==> config.mk <==
export PLATFORM = sky130hd
export DESIGN_NAME = ika87ad_mcseq
export DESIGN_NICKNAME = d
export VERILOG_FILES = /design/src/rtl/ika87ad_mcseq.sv
export SDC_FILE = /design/constraint.sdc
export NUM_CORES = 1
export LEC_CHECK = 0
export ABC_AREA = 1
export CORE_MARGIN = 5
export CORE_UTILIZATION = 49
export CTS_BUF_LIST = sky130_fd_sc_hd__clkbuf_16
export DETAILED_ROUTE_END_ITERATION = 10
export DONT_BUFFER_PORTS = 1
export HOLD_SLACK_MARGIN = 0.02
export PLACE_DENSITY = 0.64
export REMOVE_ABC_BUFFERS = 1
export SYNTH_ARGS = -nofsm -noshare
export SYNTH_HDL_FRONTEND = slang
export SYNTH_SLANG_ARGS = --single-unit
==> constraint.sdc <==
create_clock -name i_CLK -period 4.7 [get_ports i_CLK]
set_input_delay 0.94 -clock i_CLK [delete_from_list [all_inputs] [get_ports i_CLK]]
set_output_delay 0.94 -clock i_CLK [all_outputs]
set_load 0.01 [all_outputs]
==> src/rtl/ika87ad_mcseq.sv <==
// Microcode sequencer: owns the uPC, times machine cycles in T-states and issues ROM read ticks.
// Optional bus wait states are compiled in with `define IKA87AD_WAIT_EN.
module ika87ad_mcseq #(
    parameter logic [7:0] IRD_ADDR = 8'hFF
) (
    input  logic        i_CLK,
    input  logic        i_RST_n,
    input  logic        i_CEN,
    input  logic [17:0] i_MCROM_DATA,
    input  logic        i_DEC_VALID,
    input  logic [7:0]  i_DEC_ADDR,
    input  logic        i_WAIT_n,
    output logic        o_MCROM_READ_TICK,
    output logic [7:0]  o_MCROM_ADDR,
    output logic [1:0]  o_CYCLE_TYPE,
    output logic [2:0]  o_TSTATE,
    output logic        o_OPCODE_FETCH,
    output logic        o_MCYCLE_END
);

    typedef enum logic [1:0] {
        ST_BOOT = 2'd0,
        ST_RUN  = 2'd1,
        ST_WAIT = 2'd2
    } state_t;

    localparam logic [1:0] CODE_IDLE = 2'b00;
    localparam logic [1:0] CODE_RD4  = 2'b10;
    localparam logic [2:0] T_WAIT    = 3'd7;

    state_t      state_q, state_d;
    logic [7:0]  upc_q, upc_d;
    logic [2:0]  tstate_q, tstate_d;

    logic        tick;
    logic [7:0]  addr;
    logic [1:0]  code;
    logic [2:0]  last_t;
    logic [7:0]  next_addr;
    logic        unused_bits;

`ifdef IKA87AD_WAIT_EN
    assign unused_bits = ^i_MCROM_DATA[17:2];
`else
    assign unused_bits = ^{i_WAIT_n, i_MCROM_DATA[17:2]};
`endif

    // The ROM word only changes at a tick, so the live bus code is stable all cycle.
    assign code      = (state_q == ST_BOOT) ? CODE_IDLE : i_MCROM_DATA[1:0];
    assign last_t    = (code == CODE_RD4) ? 3'd4 : 3'd3;
    assign next_addr = (code == CODE_RD4) ? (i_DEC_VALID ? i_DEC_ADDR : IRD_ADDR)
                                          : upc_q + 8'd1;

    always_comb begin
        state_d  = state_q;
        upc_d    = upc_q;
        tstate_d = tstate_q;
        tick     = 1'b0;
        addr     = upc_q;
        case (state_q)
            ST_BOOT: begin
                if (i_CEN) begin
                    tick     = 1'b1;
                    addr     = IRD_ADDR;
                    upc_d    = IRD_ADDR;
                    state_d  = ST_RUN;
                    tstate_d = 3'd1;
                end
            end
            ST_RUN: begin
                if (i_CEN) begin
                    if (tstate_q == last_t) begin
                        tick     = 1'b1;
                        addr     = next_addr;
                        upc_d    = next_addr;
                        tstate_d = 3'd1;
`ifdef IKA87AD_WAIT_EN
                    end else if (tstate_q == 3'd2 && code != CODE_IDLE && !i_WAIT_n) begin
                        state_d  = ST_WAIT;
                        tstate_d = T_WAIT;
`endif
                    end else begin
                        tstate_d = tstate_q + 3'd1;
                    end
                end
            end
            ST_WAIT: begin
`ifdef IKA87AD_WAIT_EN
                if (i_CEN && i_WAIT_n) begin
                    state_d  = ST_RUN;
                    tstate_d = 3'd3;
                end
`else
                state_d  = ST_RUN;
                tstate_d = 3'd3;
`endif
            end
            default: begin
                state_d  = ST_BOOT;
                tstate_d = 3'd0;
            end
        endcase
    end

    always_ff @(posedge i_CLK or negedge i_RST_n) begin
        if (!i_RST_n) begin
            state_q  <= ST_BOOT;
            upc_q    <= IRD_ADDR;
            tstate_q <= 3'd0;
        end else begin
            state_q  <= state_d;
            upc_q    <= upc_d;
            tstate_q <= tstate_d;
        end
    end

    // Gating with reset drops any tick in flight and forces outputs to zero while held.
    assign o_MCROM_READ_TICK = tick & i_RST_n;
    assign o_MCYCLE_END      = tick & i_RST_n;
    assign o_MCROM_ADDR      = i_RST_n ? addr : 8'h00;
    assign o_CYCLE_TYPE      = code;
    assign o_TSTATE          = tstate_q;
    assign o_OPCODE_FETCH    = (code == CODE_RD4);

endmodule
Yosys cells after proc, flatten, opt, wreduce, memory -nomap -nowiden --
Index checks and enable logic that the tools add are counted.
Storage, ports and cells: register bits 13, latch bits 0, RAM bits 0, ROM bits 0, input port bits 31, output and inout bits 16, word-level logic and storage cells 35, memories 0
Cells by class: $add $sub $neg 2, $mul 0, divide/modulo/power cells 0, $lt $le $gt $ge 0, equal/unequal tests 6, shifts and indexed selects 0, multiplexer cells 19, bitwise logic cells 2, reduce and logical (&&, ||, !) cells 3
Operators by type and width (number):
- $mux W8 | 6
- $pmux W8 S2 | 1
- $mux W3 | 4
- $pmux W3 S3 | 1
- $add A8 B1 Y8 const B | 1
- $pmux W2 S3 | 1
- $eq A2 B2 Y1 const B | 2
- $mux W2 | 2
- $ne A2 B2 Y1 const B | 2
- $reduce_and A2 Y1 | 2
- $add A3 B1 Y3 const B | 1
- $eq A3 B3 Y1 | 1
- $mux W1 | 3
- $eq A2 B1 Y1 const B | 1
- $logic_not A2 Y1 | 1
- $pmux W1 S2 | 1
- $and A1 B1 Y1 | 1
- $not A1 Y1 | 1

Logic depth before layout (Yosys ltp) --
Gate-level depths: netlist of the first run.
depth in word-level cells 9, gate-level depth with buffers 11, gate-level depth less buffers 11

Worst setup path before layout of the first run --
No wires, ideal clock.
kind in2out, start point in i_MCROM_DATA[0], end point out o_MCYCLE_END, data arrival time 1790 ps, required time 3760 ps, slack 1970 ps, cell stages on the path 8, path buffers 1, cell sequence inv_2 nand3_4 nand2_4 nand3_4 o21ai_0 inv_1 nor2_1 buf_4
Between the ends: longest elaborated chain between the ends 8
RTL lines:
- start, declared | line 9 | input logic [17:0] i_MCROM_DATA,
- $mux W2 | line 49 | assign code = (state_q == ST_BOOT) ? CODE_IDLE : i_MCROM_DATA[1:0];
- $eq A2 B2 Y1 | line 50 | assign last_t = (code == CODE_RD4) ? 3'd4 : 3'd3;
- $mux W3 | line 50
- $eq A3 B3 Y1 | line 72 | if (tstate_q == last_t) begin
- $mux W1 | line 72
- $mux W1 | line 71 | if (i_CEN) begin
- $pmux W1 S2 | line 60 | case (state_q)
- $and A1 B1 Y1
- end, declared | line 18 | output logic o_MCYCLE_END
No other way between the ends.

Worst setup path in the final report of the first run --
start point in i_MCROM_DATA[0], end point out o_MCROM_ADDR[4]
Between the ends: longest elaborated chain between the ends 8, elaborated cells on any way between the ends 9, classes of those cells eq/ne: 2; mux: 7
RTL lines:
- $mux W2 * | line 49
- $eq A2 B2 Y1 * | line 50, 51
- $mux W3 | line 50
- $eq A3 B3 Y1 | line 72
- $mux W8 * (2 in a row)
- $pmux W8 S2 *
- $mux W8 * | line 120 | assign o_MCROM_ADDR = i_RST_n ? addr : 8'h00;
- end, declared | line 14 | output logic [7:0] o_MCROM_ADDR,
Mark *: on every way between the ends. The rest lies on a longest branch, timed or not.

==> results of run 1 <==
-- how the worst max path moves through the flow --
stage,to,slack [ns],depth (start not counted)
floorplan,o_MCROM_READ_TICK,1.93,7
global placement,o_MCROM_ADDR[4],1.74,9
detailed placement,o_MCROM_ADDR[4],1.73,9
CTS,o_MCROM_ADDR[4],1.72,9
global route,o_MCROM_ADDR[4],1.61,9
finish,o_MCROM_ADDR[4],1.73,9
-- metrics by stage --
step	setup slack, ns	hold WS [ns]	total power [mW]	cells	area (µm²)
finish	1.726	0.3972	0.6441	187	1117
global route	1.613	0.3866	0.6954	187	1117
CTS	1.722	0.3963	0.6479	187	1117
detailed placement	1.726	0.5837	0.4904	183	1039
global placement	1.738	0.5671	0.4796	183	1039
floorplan	1.931	0.5433	0.4381	156	1005
-- metal layers --
metal  vias up  GRT usage [%]  wire length [µm]
met5         -              0                 0
met4         0          6.102                16
met3         2          4.176               145
met2        30          23.37               958
met1       422          19.86              1082
li1        489              -                 -
-- placed cells by master (no fill, tap or decap), drive strengths merged, types with 2 or more instances in the layout --
master	instances
nand2	47
inv	30
nor2	27
nand3	14
o21ai	9
dfstp	8
a21oi	5
dfrtp	4
nor3	3
clkbuf	3
clkinv	2
ha	2
-- layout make-up --
cell class / instances / area (µm²)
Inverter: 31 / 116.4
Clock buffer: 3 / 75.07
Tap cell: 27 / 33.78
Clock inverter: 1 / 3.754
Sequential cell: 12 / 310.3
Fill cell: 214 / 884.6
Multi-Input combinational cell: 113 / 578.1
-- kinds of logic after synthesis --
group | Yosys count | synth area share [%]
adder cells (fa/ha/maj) | 2 | 2.406
buffers and inverters | 35 | 14.56
AO/OA/AOI/OAI | 16 | 8.183
XOR/XNOR | 2 | 1.685
AND/OR/NAND/NOR | 93 | 43.32
flip-flops | 12 | 29.84
-- power breakdown --
| group | leakage, nW | total, mW | internal [mW] | switching, mW |
|---|---|---|---|---|
| registers | 0.128 | 0.246 | 0.174 | 0.0712 |
| clock network | 0.0385 | 0.153 | 0.112 | 0.0417 |
| logic | 0.406 | 0.245 | 0.0960 | 0.149 |
| total | 0.573 | 0.644 | 0.382 | 0.262 |
-- sequential cells by signal, indices dropped and copies added (netlist names) --
signal,flops
state_q,1
o_TSTATE,3
upc_q,8
==> reports/qor.log, run 1 <==
INFO  clock_network  cts_hold_buffers=0
INFO  timing         finalSetupTns=0ns
INFO  floorplan      floorplan.die_area=0.003143mm²
INFO  worst_setup_path timing.critical_path.required=3.76ns
INFO  placed_design  place_congestion=0.7892
INFO  routing        wl_per_cell=11.78µm
INFO  clock_network  cts_inserted_buffers=3
INFO  worst_setup_path worst-setup-path-type=input pin to output pin
INFO  finish         antenna_cells_inserted=0
INFO  routing        via_count=943
INFO  worst_setup_path critPathBufInv=2
INFO  routing        post_drt_via_cell_ratio=5.043
INFO  routing        dr.first_iter.drc_count=41
INFO  floorplan      die-height=56.07µm
INFO  synth          ys_types=26
INFO  synth          ys_top_cells_by_count=sky130_fd_sc_hd__nand2_1, sky130_fd_sc_hd__inv_1, sky130_fd_sc_hd__nor2_1, sky130_fd_sc_hd__nand3_1, sky130_fd_sc_hd__o21ai_0
INFO  synth          async_reset_ff_share=100.0%
INFO  routing        route.final.wire_length=2203µm
INFO  clock_network  postCtsSetupRepairBufs=0
INFO  timing         timing.max_slew.rel_slack=72.51%
INFO  worst_setup_path critPathSlowestCell=sky130_fd_sc_hd__nor2_1
INFO  clock_network  cts_sinks=12
INFO  synth          synthesis.area_per_instance=6.498µm²
INFO  worst_setup_path worstPathArrival=2.03ns
INFO  floorplan      die_w=56.07µm
INFO  clock_network  clk_latency=0.24ns
INFO  run            maxCapViolations=0
INFO  clock_network  cts_root_buffer=sky130_fd_sc_hd__clkbuf_16
INFO  global_route   antenna_found_initial=0
INFO  worst_setup_path worst-path-max-fanout=12
INFO  pwr            p_leak=0.5733nW
INFO  min_path       hold_class=input pin to async pin
INFO  timing         final.period_utilization=63.27%
INFO  synth          synth-seq-area-share=29.84%
INFO  placed_design  hpwl_after_detailed_placement=1708µm
INFO  timing         rsz0062_at_grt=false
INFO  synth          synth.most_common_cell=sky130_fd_sc_hd__nand2_1
INFO  timing         timing.final.crit_period=2.974ns
INFO  global_route   grt_pass1_vias=878
INFO  floorplan      initial_core_util=51.94%
INFO  run_status     status=finished, final reports clean
INFO  placed_design  placement.io_buffers=0
INFO  timing         clock.fmax=336.3MHz
INFO  worst_setup_path max_stage_delay=0.20ns
INFO  synth          synth_largest_area_cell=sky130_fd_sc_hd__dfstp_2
INFO  worst_setup_path endpoint_kind=output pin
INFO  synth          synth-main-ff-cell=sky130_fd_sc_hd__dfstp_2
INFO  finish         area_delta_synth_final=7.461%
INFO  synth          synth_warnings=0
INFO  synth          synth_seq_cells=12
INFO  synth          synth-edff-count=0
INFO  clock_network  cts_tree=done
INFO  timing         finalMaxSlewViolations=0
INFO  global_route   grt_pass1_wl=3815µm
INFO  timing         final-setup-viol-count=0
INFO  worst_setup_path critPathLaunchType=input pin
INFO  timing         worst-slew-pin-transition=0.4123ns
INFO  timing         worst_clock_skew=0.002199ns
INFO  worst_setup_path reg2reg_setup_slack=3.05ns
INFO  worst_setup_path path_delay_family=simple AND/OR/NAND/NOR gates
INFO  finish         layout.core_utilization=55.81%
INFO  synth          synthCells=160
INFO  global_route   maximum_number_of_pins_on_one_net_before_global_route_repair=14
INFO  synth          netlist_area=0.001040mm²
INFO  floorplan      design.portCount=47
INFO  worst_setup_path ff2ff_path_depth=9
INFO  synth          synthDominantCellAreaShare=20.22%
INFO  floorplan      core_area=0.002002mm²
INFO  timing         timing_hold_violations_final=0
INFO  worst_setup_path worstPathCellList=inv_2 -> nand3_4 -> nand2_4 -> nand3_4 -> inv_1 -> nand3_1 -> nand2_1 -> nand2_1 -> nor2_1
INFO  clock_network  cts_repair_resize_count=0
INFO  global_route   globalRouteTotalUtil=15.16%
INFO  worst_setup_path worstReg2RegEnd=upc_q[3]
INFO  worst_setup_path critPathLaunch=i_MCROM_DATA[0]
INFO  routing        drc_errors=0
INFO  routing        detailedRoute.firstPassIterationCount=4
INFO  pwr            ir_drop_worst_case_vdd=342.8µV
INFO  synth          synth_top_cells_by_area=sky130_fd_sc_hd__dfstp_2, sky130_fd_sc_hd__nand2_1, sky130_fd_sc_hd__inv_1
INFO  worst_setup_path reg2reg_from=state_q[0]
INFO  finish         final_net_count=194
INFO  clock_network  cts-htree-levels=1
INFO  routing        antenna_left=0
INFO  finish         post_route_cells_drive_above_1_share=15.00%
INFO  clock_network  max-clock-path-buffers=2
INFO  floorplan      placementRows=16
INFO  clock_network  path_clk_slew=0.04ns
INFO  global_route   grt_remaining_overflow=0
INFO  pwr            power_per_cell_area=576.5mW/mm²
Note: power is estimated with default switching activity, not from simulation.
==> run 2, diff against run 1 <==
==> constraint.sdc (replaced) <==
create_clock -name i_CLK -period 3 [get_ports i_CLK]
set_input_delay 0.6 -clock i_CLK [delete_from_list [all_inputs] [get_ports i_CLK]]
set_output_delay 0.6 -clock i_CLK [all_outputs]
set_load 0.01 [all_outputs]
==> results of run 2 <==
Same layout as run 1 (identical final DEF). Status: finished, final reports clean.
Among the figures that moved: final weighted congestion in routability-driven placement 0.7892 -> 0.7891; setup slack after placement 1.726 ns -> 0.6986 ns; setup slack after layout 1.726 ns -> 0.4405 ns; hold slack 0.3972 ns -> 0.05717 ns; start point of the critical path i_MCROM_DATA[0] -> state_q[0]; register-to-register setup slack 3.05 ns -> 1.35 ns; total power 0.6441 mW -> 1.009 mW; worst IR drop on VDD 342.8 µV -> 537.0 µV
==> run 3, diff against run 2 <==
--- a/config.mk
+++ b/config.mk
@@ -7,12 +7,12 @@
 export LEC_CHECK = 0
 export ABC_AREA = 1
 export CORE_MARGIN = 5
-export CORE_UTILIZATION = 49
+export CORE_UTILIZATION = 45
 export CTS_BUF_LIST = sky130_fd_sc_hd__clkbuf_16
 export DETAILED_ROUTE_END_ITERATION = 10
 export DONT_BUFFER_PORTS = 1
 export HOLD_SLACK_MARGIN = 0.02
-export PLACE_DENSITY = 0.64
+export PLACE_DENSITY = 0.6
 export REMOVE_ABC_BUFFERS = 1
 export SYNTH_ARGS = -nofsm -noshare
 export SYNTH_HDL_FRONTEND = slang
==> reports/qor.log, run 3 (synthesized netlist as in run 1, its figures left out) <==
INFO  finish         most-common-layout-cells=sky130_fd_sc_hd__nand2_1, sky130_fd_sc_hd__inv_1, sky130_fd_sc_hd__nor2_1 [unchanged]
INFO  global_route   maximum_number_of_pins_on_one_net_before_global_route_repair=14 [unchanged]
INFO  timing         timing.max_slew.rel_slack=71.84% [was 72.51%]
INFO  pwr            p_leak=0.5771nW [was 0.5733 nW]
INFO  global_route   globalRouteTotalUtil=15.16% [about the same]
INFO  clock_network  cts_tree=done [unchanged]
INFO  clock_network  clk_latency=0.24ns [about the same]
INFO  floorplan      floorplan.die_area=0.003372mm² [was 0.003143 mm²]
INFO  timing         worst_clock_skew=0.003133ns [was 0.002199 ns]
INFO  clock_network  cts_root_buffer=sky130_fd_sc_hd__clkbuf_16 [unchanged]
INFO  clock_network  path_clk_slew=0.04ns [about the same]
INFO  placed_design  placement.io_buffers=0 [unchanged]
INFO  routing        via_count=933 [was 943]
INFO  timing         rsz0062_at_grt=false [unchanged]
INFO  routing        drc_errors=0 [unchanged]
INFO  worst_setup_path endpoint_kind=output pin [unchanged]
INFO  finish         largest-register=upc_q [unchanged]
INFO  clock_network  postCtsSetupRepairBufs=0 [unchanged]
INFO  clock_network  cts_inserted_buffers=3 [unchanged]
INFO  floorplan      die-height=58.07µm [was 56.07 µm]
INFO  pwr            power_per_cell_area=907.0mW/mm² [was 903.1 mW/mm²]
INFO  timing         final-setup-viol-count=0 [unchanged]
INFO  timing         worst-slew-pin-transition=0.4224ns [was 0.4123 ns]
INFO  run            maxCapViolations=0 [unchanged]
INFO  clock_network  max-clock-path-buffers=2 [unchanged]
INFO  worst_setup_path timing.critical_path.required=2.40ns [about the same]
INFO  floorplan      design.portCount=47 [unchanged]
INFO  finish         antenna_cells_inserted=0 [unchanged]
INFO  routing        route.final.wire_length=2314µm [was 2203 µm]
INFO  routing        dr.first_iter.drc_count=29 [was 41]
INFO  worst_setup_path worst-path-max-fanout=12 [unchanged]
INFO  clock_network  cts-htree-levels=1 [unchanged]
INFO  clock_network  cts_sinks=12 [unchanged]
INFO  floorplan      initial_core_util=47.00% [was 51.94%]
INFO  placed_design  place_congestion=0.8024 [was 0.7891]
INFO  worst_setup_path worst-setup-path-type=flip-flop to output pin [unchanged]
INFO  finish         nFillCells=237 [was 214]
INFO  finish         layout.cells.most_common=sky130_fd_sc_hd__nand2_1 [unchanged]
INFO  routing        post_drt_via_cell_ratio=4.963 [was 5.043]
INFO  pwr            ir_drop_worst_case_vdd=515.9µV [was 537.0 µV]
INFO  global_route   antenna_found_initial=0 [unchanged]
INFO  worst_setup_path critPathLaunchType=flip-flop [unchanged]
INFO  min_path       hold_class=input pin to async pin [unchanged]
INFO  timing         timing_hold_violations_final=0 [unchanged]
INFO  pwr            fin_total_pwr=1.015mW [was 1.009 mW]
INFO  global_route   grt_pass1_vias=891 [was 878]
INFO  global_route   grt_remaining_overflow=0 [unchanged]
INFO  timing         finalSetupTns=0ns [unchanged]
INFO  clock_network  cts_hold_buffers=0 [unchanged]
INFO  floorplan      placementRows=17 [was 16]
INFO  timing         timing.final.crit_period=2.604ns [was 2.559 ns]
INFO  routing        wl_per_cell=12.31µm [was 11.78 µm]
INFO  floorplan      die_w=58.07µm [was 56.07 µm]
INFO  finish         final_net_count=194 [unchanged]
INFO  worst_setup_path worstPathArrival=2.00ns [was 1.96 ns]
INFO  run_status     status=finished, final reports clean [unchanged]
INFO  routing        detailedRoute.firstPassIterationCount=4 [unchanged]
INFO  floorplan      core_area=0.002212mm² [was 0.002002 mm²]
INFO  timing         clock.fmax=384.0MHz [was 390.7 MHz]
INFO  finish         area_delta_synth_final=7.581% [was 7.461%]
INFO  finish         largest_register_ffs=8 [unchanged]
INFO  routing        antenna_left=0 [unchanged]
INFO  timing         finalMaxSlewViolations=0 [unchanged]
INFO  timing         final.period_utilization=86.80% [was 85.32%]
INFO  placed_design  hpwl_after_detailed_placement=1770µm [was 1708 µm]
INFO  global_route   grt_pass1_wl=4008µm [was 3815 µm]
INFO  finish         post_route_cells_drive_above_1_share=15.00% [unchanged]
INFO  clock_network  cts_repair_resize_count=0 [unchanged]
run 3: changes by cell type in the layout (fill, tap and decap cells not counted):
cell                       before  now
sky130_fd_sc_hd__inv_1         29   30
sky130_fd_sc_hd__clkinv_1       2    1
run 3: area by class of cell:
type                       instances  area [µm²]  share of cell area [%]
clock buffer                       3       75.07                   6.711
clock inverter                     1       3.754                  0.3356
inverter                          31       116.4                   10.40
multi-input combinational        113       578.1                   51.68
sequential                        12       310.3                   27.74
tap                               28       35.03                   3.132
run 3: per-layer routing:
layer,global-route usage [%],wire (µm),part of all wire [%],vias to the layer above
met4,5.298,12,0.52,0
met1,20.52,1189,51,411
met5,0,0,0,-
met2,23.55,966,42,27
met3,3.563,146,6.3,2
li1,-,-,-,493
run 3: stage by stage:
stage / worst slack, ns / utilization [%] / hold WS [ns] / std cells / area [µm²]
6_report: 0.3959 / 50.57 / 0.05213 / 188 / 1119
5_1_grt: 0.2597 / 50.57 / 0.04478 / 188 / 1119
3_3_place_gp: 0.6787 / 47.00 / 0.3051 / 184 / 1040
4_1_cts: 0.4127 / 50.57 / 0.05063 / 188 / 1119
3_5_place_dp: 0.6799 / 47.00 / 0.3050 / 184 / 1040
2_1_floorplan: 0.9108 / - / 0.3044 / 156 / 1005
run 3: path summary, 6_finish.rpt:
check                           start         endpoint  slack, ns  cells past startpoint
max                        state_q[0]  o_MCROM_ADDR[4]       0.40                      8
min                           i_RST_n      o_TSTATE[2]       0.05                      0
max reg2reg                state_q[0]         upc_q[3]       1.32                      9
min reg2reg                  upc_q[1]         upc_q[1]       0.59                      4
max in group asynchronous     i_RST_n         upc_q[4]       2.78                      0
min in group i_CLK              i_CEN      o_TSTATE[0]       0.52                      2
run 3: report_power, final:
group	internal [mW]	total, mW	switching (mW)
Sequential	0.273	0.384	0.111
Combinational	0.151	0.384	0.233
Clock	0.176	0.247	0.0711
run 3: critical path, cell delays in order (launching register included):
cell and delay [ns]:
sky130_fd_sc_hd__dfrtp_1 0.59, sky130_fd_sc_hd__nand3_4 0.22, sky130_fd_sc_hd__nand2_4 0.12, sky130_fd_sc_hd__nand3_4 0.18
sky130_fd_sc_hd__inv_1 0.19, sky130_fd_sc_hd__nand3_1 0.10, sky130_fd_sc_hd__nand2_1 0.08, sky130_fd_sc_hd__nand2_1 0.07
sky130_fd_sc_hd__nor2_1 0.20
